<file path="config.mk">
export PLATFORM = sky130hd
export DESIGN_NAME = cache_ctrl_wt_flat
export DESIGN_NICKNAME = d
export VERILOG_FILES = /design/src/rtl/cache_ctrl_wt_if.sv /design/src/rtl/cache_ctrl_wt.sv /design/src/flat_wrapper.sv
export SDC_FILE = /design/constraint.sdc
export NUM_CORES = 1
export LEC_CHECK = 0
export ABC_AREA = 0
export BUFFER_PORTS_ARGS = -buffer_cell sky130_fd_sc_hd__buf_2
export CORE_MARGIN = 3
export CORE_UTILIZATION = 60
export CTS_BUF_LIST = sky130_fd_sc_hd__clkbuf_4 sky130_fd_sc_hd__clkbuf_8
export CTS_CLUSTER_SIZE = 14
export DETAILED_ROUTE_END_ITERATION = 7
export PLACE_DENSITY = 0.78
export SYNTH_ARGS = -nofsm -noshare
export SYNTH_HDL_FRONTEND = slang
export SYNTH_SLANG_ARGS = --single-unit
</file>
<file path="constraint.sdc">
create_clock -name clk -period 6.8 [get_ports clk]
set_input_delay 1.02 -clock clk [delete_from_list [all_inputs] [get_ports clk]]
set_output_delay 1.02 -clock clk [all_outputs]
set_load 0.01 [all_outputs]
</file>
<file path="src/rtl/cache_ctrl_wt_if.sv">
// Processor/memory-side bus of the write-through cache controller.
// The controller takes the slave modport; the requester side takes master.
interface cache_ctrl_wt_if #(
  parameter int ADDR_W   = 10,
  parameter int OFFSET_W = 2
);
  logic                mem_read;
  logic                mem_write;
  logic                flush;
  logic [ADDR_W-1:0]   addr;
  logic                mem_ready;
  logic                stall;
  logic                hit;
  logic                cache_write;
  logic                cache_fill;
  logic [OFFSET_W-1:0] fill_offset;
  logic                main_read;
  logic                main_write;
  logic [ADDR_W-1:0]   main_addr;

  modport slave (
    input  mem_read, mem_write, flush,
    input  addr, mem_ready,
    output stall, hit, cache_write,
    output cache_fill, fill_offset,
    output main_read, main_write, main_addr
  );

  modport master (
    output mem_read, mem_write, flush,
    output addr, mem_ready,
    input  stall, hit, cache_write,
    input  cache_fill, fill_offset,
    input  main_read, main_write, main_addr
  );
endinterface

</file>
<file path="src/rtl/cache_ctrl_wt.sv">
// Direct-mapped write-through/no-allocate cache controller, falling-edge state.
// Define CACHE_PERF_CNT_EN to add saturating read-hit/miss/write counters.
module cache_ctrl_wt #(
  parameter int ADDR_W   = 10,
  parameter int INDEX_W  = 5,
  parameter int OFFSET_W = 2
) (
  input logic clk,
  input logic rst,
  cache_ctrl_wt_if.slave bus
`ifdef CACHE_PERF_CNT_EN
  ,
  output logic [15:0] rd_hits,
  output logic [15:0] rd_misses,
  output logic [15:0] wr_count
`endif
);
  localparam int TAG_W = ADDR_W - INDEX_W - OFFSET_W;
  localparam int LINES = 1 << INDEX_W;
  localparam logic [OFFSET_W-1:0] CNT_MAX = '1;

  typedef enum logic [1:0] {
    IDLE, FILL, WRITE, FLUSH
  } state_e;

  state_e              state_q, state_d;
  logic [LINES-1:0]    valid_q, valid_d;
  logic [TAG_W-1:0]    tag_q [LINES];
  logic [TAG_W-1:0]    tag_d [LINES];
  logic [OFFSET_W-1:0] cnt_q, cnt_d;
  logic [ADDR_W-1:0]   req_q, req_d;
  logic                wr_hit_q, wr_hit_d;
  logic                wr_first_q, wr_first_d;

  logic [TAG_W-1:0]    a_tag, r_tag;
  logic [INDEX_W-1:0]  a_idx, r_idx;
  logic                hit, idle, go_flush;
  logic                go_fill, go_wr, fill_done;

  assign a_tag = bus.addr[ADDR_W-1 -: TAG_W];
  assign a_idx = bus.addr[OFFSET_W +: INDEX_W];
  assign r_tag = req_q[ADDR_W-1 -: TAG_W];
  assign r_idx = req_q[OFFSET_W +: INDEX_W];

  assign hit     = valid_q[a_idx] && (tag_q[a_idx] == a_tag);
  assign bus.hit = hit;

  assign idle      = (state_q == IDLE);
  assign go_flush  = idle && bus.flush;
  assign go_fill   = idle && !bus.flush && bus.mem_read && !hit;
  assign go_wr     = idle && !bus.flush && !bus.mem_read && bus.mem_write;
  assign fill_done = (state_q == FILL) && bus.mem_ready && (cnt_q == CNT_MAX);

  always_ff @(negedge clk or negedge rst) begin
    if (!rst) begin
      state_q <= IDLE;
    end else begin
      state_q <= state_d;
    end
  end

  always_comb begin
    state_d = state_q;
    case (state_q)
      IDLE: begin
        if (go_flush)     state_d = FLUSH;
        else if (go_fill) state_d = FILL;
        else if (go_wr)   state_d = WRITE;
      end
      FILL:    if (fill_done) state_d = IDLE;
      WRITE:   if (bus.mem_ready) state_d = IDLE;
      FLUSH:   state_d = IDLE;
      default: state_d = IDLE;
    endcase
  end

  always_comb begin
    bus.stall       = 1'b0;
    bus.cache_write = 1'b0;
    bus.cache_fill  = 1'b0;
    bus.fill_offset = '0;
    bus.main_read   = 1'b0;
    bus.main_write  = 1'b0;
    bus.main_addr   = '0;
    case (state_q)
      IDLE: begin
        bus.stall = bus.flush
                  | (bus.mem_read & ~hit)
                  | bus.mem_write;
      end
      FILL: begin
        bus.stall       = 1'b1;
        bus.main_read   = 1'b1;
        bus.main_addr   = {req_q[ADDR_W-1:OFFSET_W], cnt_q};
        bus.fill_offset = cnt_q;
        bus.cache_fill  = bus.mem_ready;
      end
      WRITE: begin
        bus.stall       = 1'b1;
        bus.main_write  = 1'b1;
        bus.main_addr   = req_q;
        bus.cache_write = wr_first_q & wr_hit_q;
      end
      default: bus.stall = 1'b1;
    endcase
  end

  // Line is invalidated at fill start so a reset or abort leaves it unusable.
  always_comb begin
    valid_d    = valid_q;
    tag_d      = tag_q;
    cnt_d      = cnt_q;
    req_d      = req_q;
    wr_hit_d   = wr_hit_q;
    wr_first_d = 1'b0;
    if (go_flush) valid_d = '0;
    if (go_fill) begin
      req_d          = bus.addr;
      valid_d[a_idx] = 1'b0;
      cnt_d          = '0;
    end
    if (go_wr) begin
      req_d      = bus.addr;
      wr_hit_d   = hit;
      wr_first_d = 1'b1;
    end
    if (state_q == FILL && bus.mem_ready) begin
      cnt_d = cnt_q + OFFSET_W'(1);
      if (cnt_q == CNT_MAX) begin
        valid_d[r_idx] = 1'b1;
        tag_d[r_idx]   = r_tag;
      end
    end
  end

  always_ff @(negedge clk or negedge rst) begin
    if (!rst) begin
      valid_q    <= '0;
      tag_q      <= '{default: '0};
      cnt_q      <= '0;
      req_q      <= '0;
      wr_hit_q   <= 1'b0;
      wr_first_q <= 1'b0;
    end else begin
      valid_q    <= valid_d;
      tag_q      <= tag_d;
      cnt_q      <= cnt_d;
      req_q      <= req_d;
      wr_hit_q   <= wr_hit_d;
      wr_first_q <= wr_first_d;
    end
  end

`ifdef CACHE_PERF_CNT_EN
  logic        rd_hit_acc;
  logic [15:0] rd_hits_q, rd_misses_q, wr_count_q;

  assign rd_hit_acc = idle && !bus.flush && bus.mem_read && hit;

  always_ff @(negedge clk or negedge rst) begin
    if (!rst) begin
      rd_hits_q   <= '0;
      rd_misses_q <= '0;
      wr_count_q  <= '0;
    end else begin
      if (rd_hit_acc && rd_hits_q != 16'hFFFF)
        rd_hits_q <= rd_hits_q + 16'd1;
      if (go_fill && rd_misses_q != 16'hFFFF)
        rd_misses_q <= rd_misses_q + 16'd1;
      if (go_wr && wr_count_q != 16'hFFFF)
        wr_count_q <= wr_count_q + 16'd1;
    end
  end

  assign rd_hits   = rd_hits_q;
  assign rd_misses = rd_misses_q;
  assign wr_count  = wr_count_q;
`endif
endmodule
</file>
<file path="src/flat_wrapper.sv">
// flat-port wrapper written by rule: the top's interface ports become plain ports
module cache_ctrl_wt_flat 
#(
  parameter int ADDR_W   = 10,
  parameter int INDEX_W  = 5,
  parameter int OFFSET_W = 2
)
  (clk, rst, bus_mem_read, bus_mem_write, bus_flush, bus_addr, bus_mem_ready, bus_stall, bus_hit, bus_cache_write, bus_cache_fill, bus_fill_offset, bus_main_read, bus_main_write, bus_main_addr);
  cache_ctrl_wt_if #(.ADDR_W(ADDR_W), .OFFSET_W(OFFSET_W)) bus_i ();
  input logic clk;
  input logic rst;
  input wire logic [$bits(bus_i.mem_read)-1:0] bus_mem_read;
  input wire logic [$bits(bus_i.mem_write)-1:0] bus_mem_write;
  input wire logic [$bits(bus_i.flush)-1:0] bus_flush;
  input wire logic [$bits(bus_i.addr)-1:0] bus_addr;
  input wire logic [$bits(bus_i.mem_ready)-1:0] bus_mem_ready;
  output wire logic [$bits(bus_i.stall)-1:0] bus_stall;
  output wire logic [$bits(bus_i.hit)-1:0] bus_hit;
  output wire logic [$bits(bus_i.cache_write)-1:0] bus_cache_write;
  output wire logic [$bits(bus_i.cache_fill)-1:0] bus_cache_fill;
  output wire logic [$bits(bus_i.fill_offset)-1:0] bus_fill_offset;
  output wire logic [$bits(bus_i.main_read)-1:0] bus_main_read;
  output wire logic [$bits(bus_i.main_write)-1:0] bus_main_write;
  output wire logic [$bits(bus_i.main_addr)-1:0] bus_main_addr;
  assign bus_i.mem_read = bus_mem_read;
  assign bus_i.mem_write = bus_mem_write;
  assign bus_i.flush = bus_flush;
  assign bus_i.addr = bus_addr;
  assign bus_i.mem_ready = bus_mem_ready;
  assign bus_stall = bus_i.stall;
  assign bus_hit = bus_i.hit;
  assign bus_cache_write = bus_i.cache_write;
  assign bus_cache_fill = bus_i.cache_fill;
  assign bus_fill_offset = bus_i.fill_offset;
  assign bus_main_read = bus_i.main_read;
  assign bus_main_write = bus_i.main_write;
  assign bus_main_addr = bus_i.main_addr;
  cache_ctrl_wt #(.ADDR_W(ADDR_W), .INDEX_W(INDEX_W), .OFFSET_W(OFFSET_W)) u_core (.clk(clk), .rst(rst), .bus(bus_i));
endmodule
</file>
## Word level (Yosys, flattened, before mapping)

Index checks and enable logic that the tools add are counted.

| storage, ports and cells | value |
|---|---|
| bits in registers | 144 |
| input port bits | 16 |
| word-level logic and storage cells | 118 |

| cells by class | value |
|---|---|
| $add $sub $neg | 1 |
| $lt $le $gt $ge | 7 |
| equality and inequality tests | 8 |
| multiplexer cells | 34 |
| bitwise operators | 10 |
| reduce and logical (&&, ||, !) cells | 20 |

Operator list:

| kind | number |
|---|---|
| $mux 32 | 4 |
| $bwmux 96 | 1 |
| $and 32x32->32 | 1 |
| $not 32->32 | 1 |
| $or 32x32->32 | 1 |
| $mux 10 | 2 |
| $pmux 10 s2 | 1 |
| $mux 2 | 8 |
| $bmux 3 s5 | 1 |
| $demux 3 s5 | 1 |
| $ge 6x6->1 const B | 2 |
| $logic_and 1x1->1 | 12 |
| $lt 5x6->1 const B | 2 |
| $not 5->6 | 2 |
| $demux 1 s5 | 2 |
| $ge 5x1->1 const B | 2 |
| $mux 1 | 9 |
| $mux 3 | 3 |
| $pmux 2 s4 | 1 |
| $eq 2x2->1 const B | 3 |
| $lt 6x1->1 const B | 1 |
| $bmux 1 s5 | 1 |
| $ne 4x4->1 const B | 1 |
| $reduce_bool 2->1 | 2 |
| other kinds (12) | 16 |

## Logic depth before layout (Yosys ltp)

| depth | value |
|---|---|
| word-level depth | 12 |
| mapped depth | 12 |
| depth with buffers taken out | 8 |

==> metrics.txt <==
status=complete, but fails checks; failing checks=negative setup slack; die height=roughly 120 µm; Setup Slack @ Placement=-0.282 ns; WP buf/inv=2; Worst Setup End Kind=output port; final wirelength=21200 µm; grt total ovfl=0; global-route wire length before repair=33300 µm; Die Width=118 µm; Clock Skews=0.00799 ns; largest family of logic cells by synthesized area=multiplexers; Critical Path RT=5.78 ns; synth unique cells=55; main flop type after synthesis=dfrtn_1; Layout area overhead=21.8%; yosys warns=0; hold_ws=0.446 ns; io pins=34; switch share=34.1%; Initial DRT Pass Iterations=5; Post-synth top cells=dfrtn_1 (144), mux2_2 (96), nand2_1 (56); GP Congestion=0.909; CP arrival=roughly 6.0 ns; worst slew pin tran=0.849 ns; Clock Tree Buf Depth=2; Synth async-reset ratio=100%; CP Depth=9; setup violators final=2; hold buffer count at CTS=0; Top delay family on crit path=simple AND/OR/NAND/NOR gates; syn_area_per_cell=around 11 µm²; Worst-path clk slew=0.05 ns; Synth Area in Adders=0.830%; WHS Path Cells=2; htree depth=4; Tot GR Track Use=30.6%; die area=about 0.014 mm²; combinational power share=a little under a quarter; most common cell in the netlist=dfrtn_1; Yosys reg bits=144; worst reg2reg path startpoint=u_core.tag_q[44]$_DFFE_NN0P_; crit-path max cell delay=0.36 ns; Root Buffer=clkbuf_8; vias in the first global route=around 6100; top cell type by total area after synthesis=dfrtn_1; Starting Density=62.0%; Iter 0 DRT Violations=562; switching power=0.755 mW; critical path class=flop to output port; RSZ-0062 raised after global routing=yes; Synth Instances=659; setup slack after layout=-0.191 ns; Post-Synthesis Net Count=a little under 700; post-synthesis mux area share=23.1%; core area=0.0122 mm²; DR vias/cell=6.46; Ant. Diodes=0; flop-to-flop setup slack=4.04 ns; antenna violations before repair=0; largest net degree at the start of global routing=90; Compound-Gate Fraction of Synth Area=12.5%; Port Buffer Count=33; Max FO, Critical Path=3; post-synth top area share=47.8%; sequential area share after synthesis=47.8%; fraction of layout cells with a size suffix above 1=roughly two fifths; Lkg Pwr=4.26 nW; Rel. slew slack=around 43%; Clk network pwr share=32.4%; worst skew pair latency=0.41 ns; Int Power=1.46 mW; remaining routing DRC violations=0; CP Launch Type=flop; Hold Path Class=flop to flop; Antenna Nets Post-Route=0; end of the worst register-to-register path=u_core.req_q[7]$_DFFE_NN0P_; final setup TNS=-0.366 ns; Slowest cell on crit path=dfrtn_1; Synth area leaders=dfrtn_1 (48%), mux2_2 (14%), mux2i_1 (6.4%); CTS Buf Count=17; clock sink count=~140; Setup crit end=bus_stall; worst-path cell chain=mux2i_2, o22ai_2, nor4_2, a31oi_2, nor4_4, buf_4, nand2_4, a211o_1, buf_2; CP startpoint=u_core.tag_q[87]$_DFFE_NN0P_; Post-DP HPWL=14200 µm; CTS tree=built; Design Power=approximately 2.2 mW; Reg power frac=approximately 44%; drt wl/cell=approximately 23 µm; Final nets=around 770; VDD IR max=0.216 mV; cell area after synthesis=0.00753 mm²; Post-synth EDFFs=0; row count=40; pwr dens=241 mW/mm²; vias=6027; Reg2Reg Depth=11; simple-gate area share of the yosys netlist=around an eighth; max cap viols=0; Fin. Hold Viols=0; Slew Viols, Final=0; xor and xnor area share after synthesis=0%
-- cell usage in the layout (no fill, tap or decap), types with 11 or more instances in the layout --
cell	synthesis	routed
a31oi_1	30	29
nor2b_1	11	11
a21oi_1	19	17
mux2_2	96	96
a22oi_1	18	18
clkbuf_8	0	18
buf_4	3	75
dfrtn_1	144	144
buf_2	14	26
nor2_1	36	36
and2_1	14	14
buf_6	3	11
mux2i_1	48	34
nand2_1	56	55
o22ai_1	28	19
-- worst reg2reg max path, delay by kind of cell, from the launching register on --
family / cells / cell delay [ns]
AOI/OAI and AO/OA: 4 / 0.54
buffers and inverters: 4 / 0.51
DFF: 1 / 0.37
and+or+nand+nor: 2 / 1.00
muxes: 1 / 0.19
-- power groups by stage --
stage	combinational, mW	clock (mW)	sequential [mW]
5_1_grt	0.570	0.761	0.969
3_3_place_gp	0.483	0	0.975
3_5_place_dp	0.502	0	0.977
4_1_cts	0.509	0.725	0.963
6_report	0.530	0.719	0.967
2_1_floorplan	0.310	0	0.954
-- cell families (layout without fill, tap and decap cells) --
logic type,after synthesis,after routing
multiplexers,152,152
buffers and inverters,53,158
flip-flops,144,144
AND/OR/NAND/NOR,172,173
adder cells (fa/ha/maj),5,5
AO/OA/AOI/OAI,133,133
-- per-layer routing --
layer	wire length (µm)	part of all wire (%)	GRT usage, %	vias up
li1	-	-	-	2658
met1	8760	41	39.9	3033
met2	10100	48	47.7	279
met3	1700	8.0	9.85	57
met4	563	2.7	11.9	0
met5	0	0	0	-
-- registers in the layout (all words and copies together), names as in the netlist --
| signal | count |
|---|---|
| u_core.cnt_q | 2 |
| u_core.req_q | 10 |
| u_core.state_q | 2 |
| u_core.tag_q | 96 |
| u_core.valid_q | 32 |
| u_core.wr_first_q | 1 |
| u_core.wr_hit_q | 1 |
-- cell type report --
cell class / count / area (µm²)
clock buffers: 19 / 255
clock inverters: 12 / 159
fillers: 814 / 2990
inverters: 7 / 26.3
multi-input cells: 463 / 3950
flip-flops and latches: 144 / 3600
well taps: 168 / 210
repair buffers: 120 / 967
-- how the worst min path moves through the flow --
stage	start	end
after floorplan	u_core.wr_hit_q$_DFFE_NN0P_	u_core.wr_hit_q$_DFFE_NN0P_
after global placement	u_core.wr_hit_q$_DFFE_NN0P_	u_core.wr_hit_q$_DFFE_NN0P_
after detailed placement	u_core.wr_hit_q$_DFFE_NN0P_	u_core.wr_hit_q$_DFFE_NN0P_
after CTS	u_core.wr_hit_q$_DFFE_NN0P_	u_core.wr_hit_q$_DFFE_NN0P_
after global routing	u_core.tag_q[46]$_DFFE_NN0P_	u_core.tag_q[46]$_DFFE_NN0P_
final	u_core.wr_hit_q$_DFFE_NN0P_	u_core.wr_hit_q$_DFFE_NN0P_
-- metrics by stage --
| stage | instances | util, % | area, µm² |
|---|---|---|---|
| detailed placement | 879 | 67.8 | 8250 |
| floorplan | 659 | - | 7530 |
| global route | 933 | 75.4 | 9170 |
| CTS | 917 | 72.8 | 8850 |
| global placement | 879 | 67.8 | 8250 |
| finish | 933 | 75.4 | 9170 |
-- what timing repair did --
item | in CTS | in global routing
cloned | 0 | 1
pin swaps | 12 | 17
gates resized for setup | 25 | 46
endpoints found under the hold margin | 0 | 0
setup buffers | 8 | 16
endpoints found under the setup margin | 2 | 44
No activity file was read; power rests on OpenSTA's default activity.
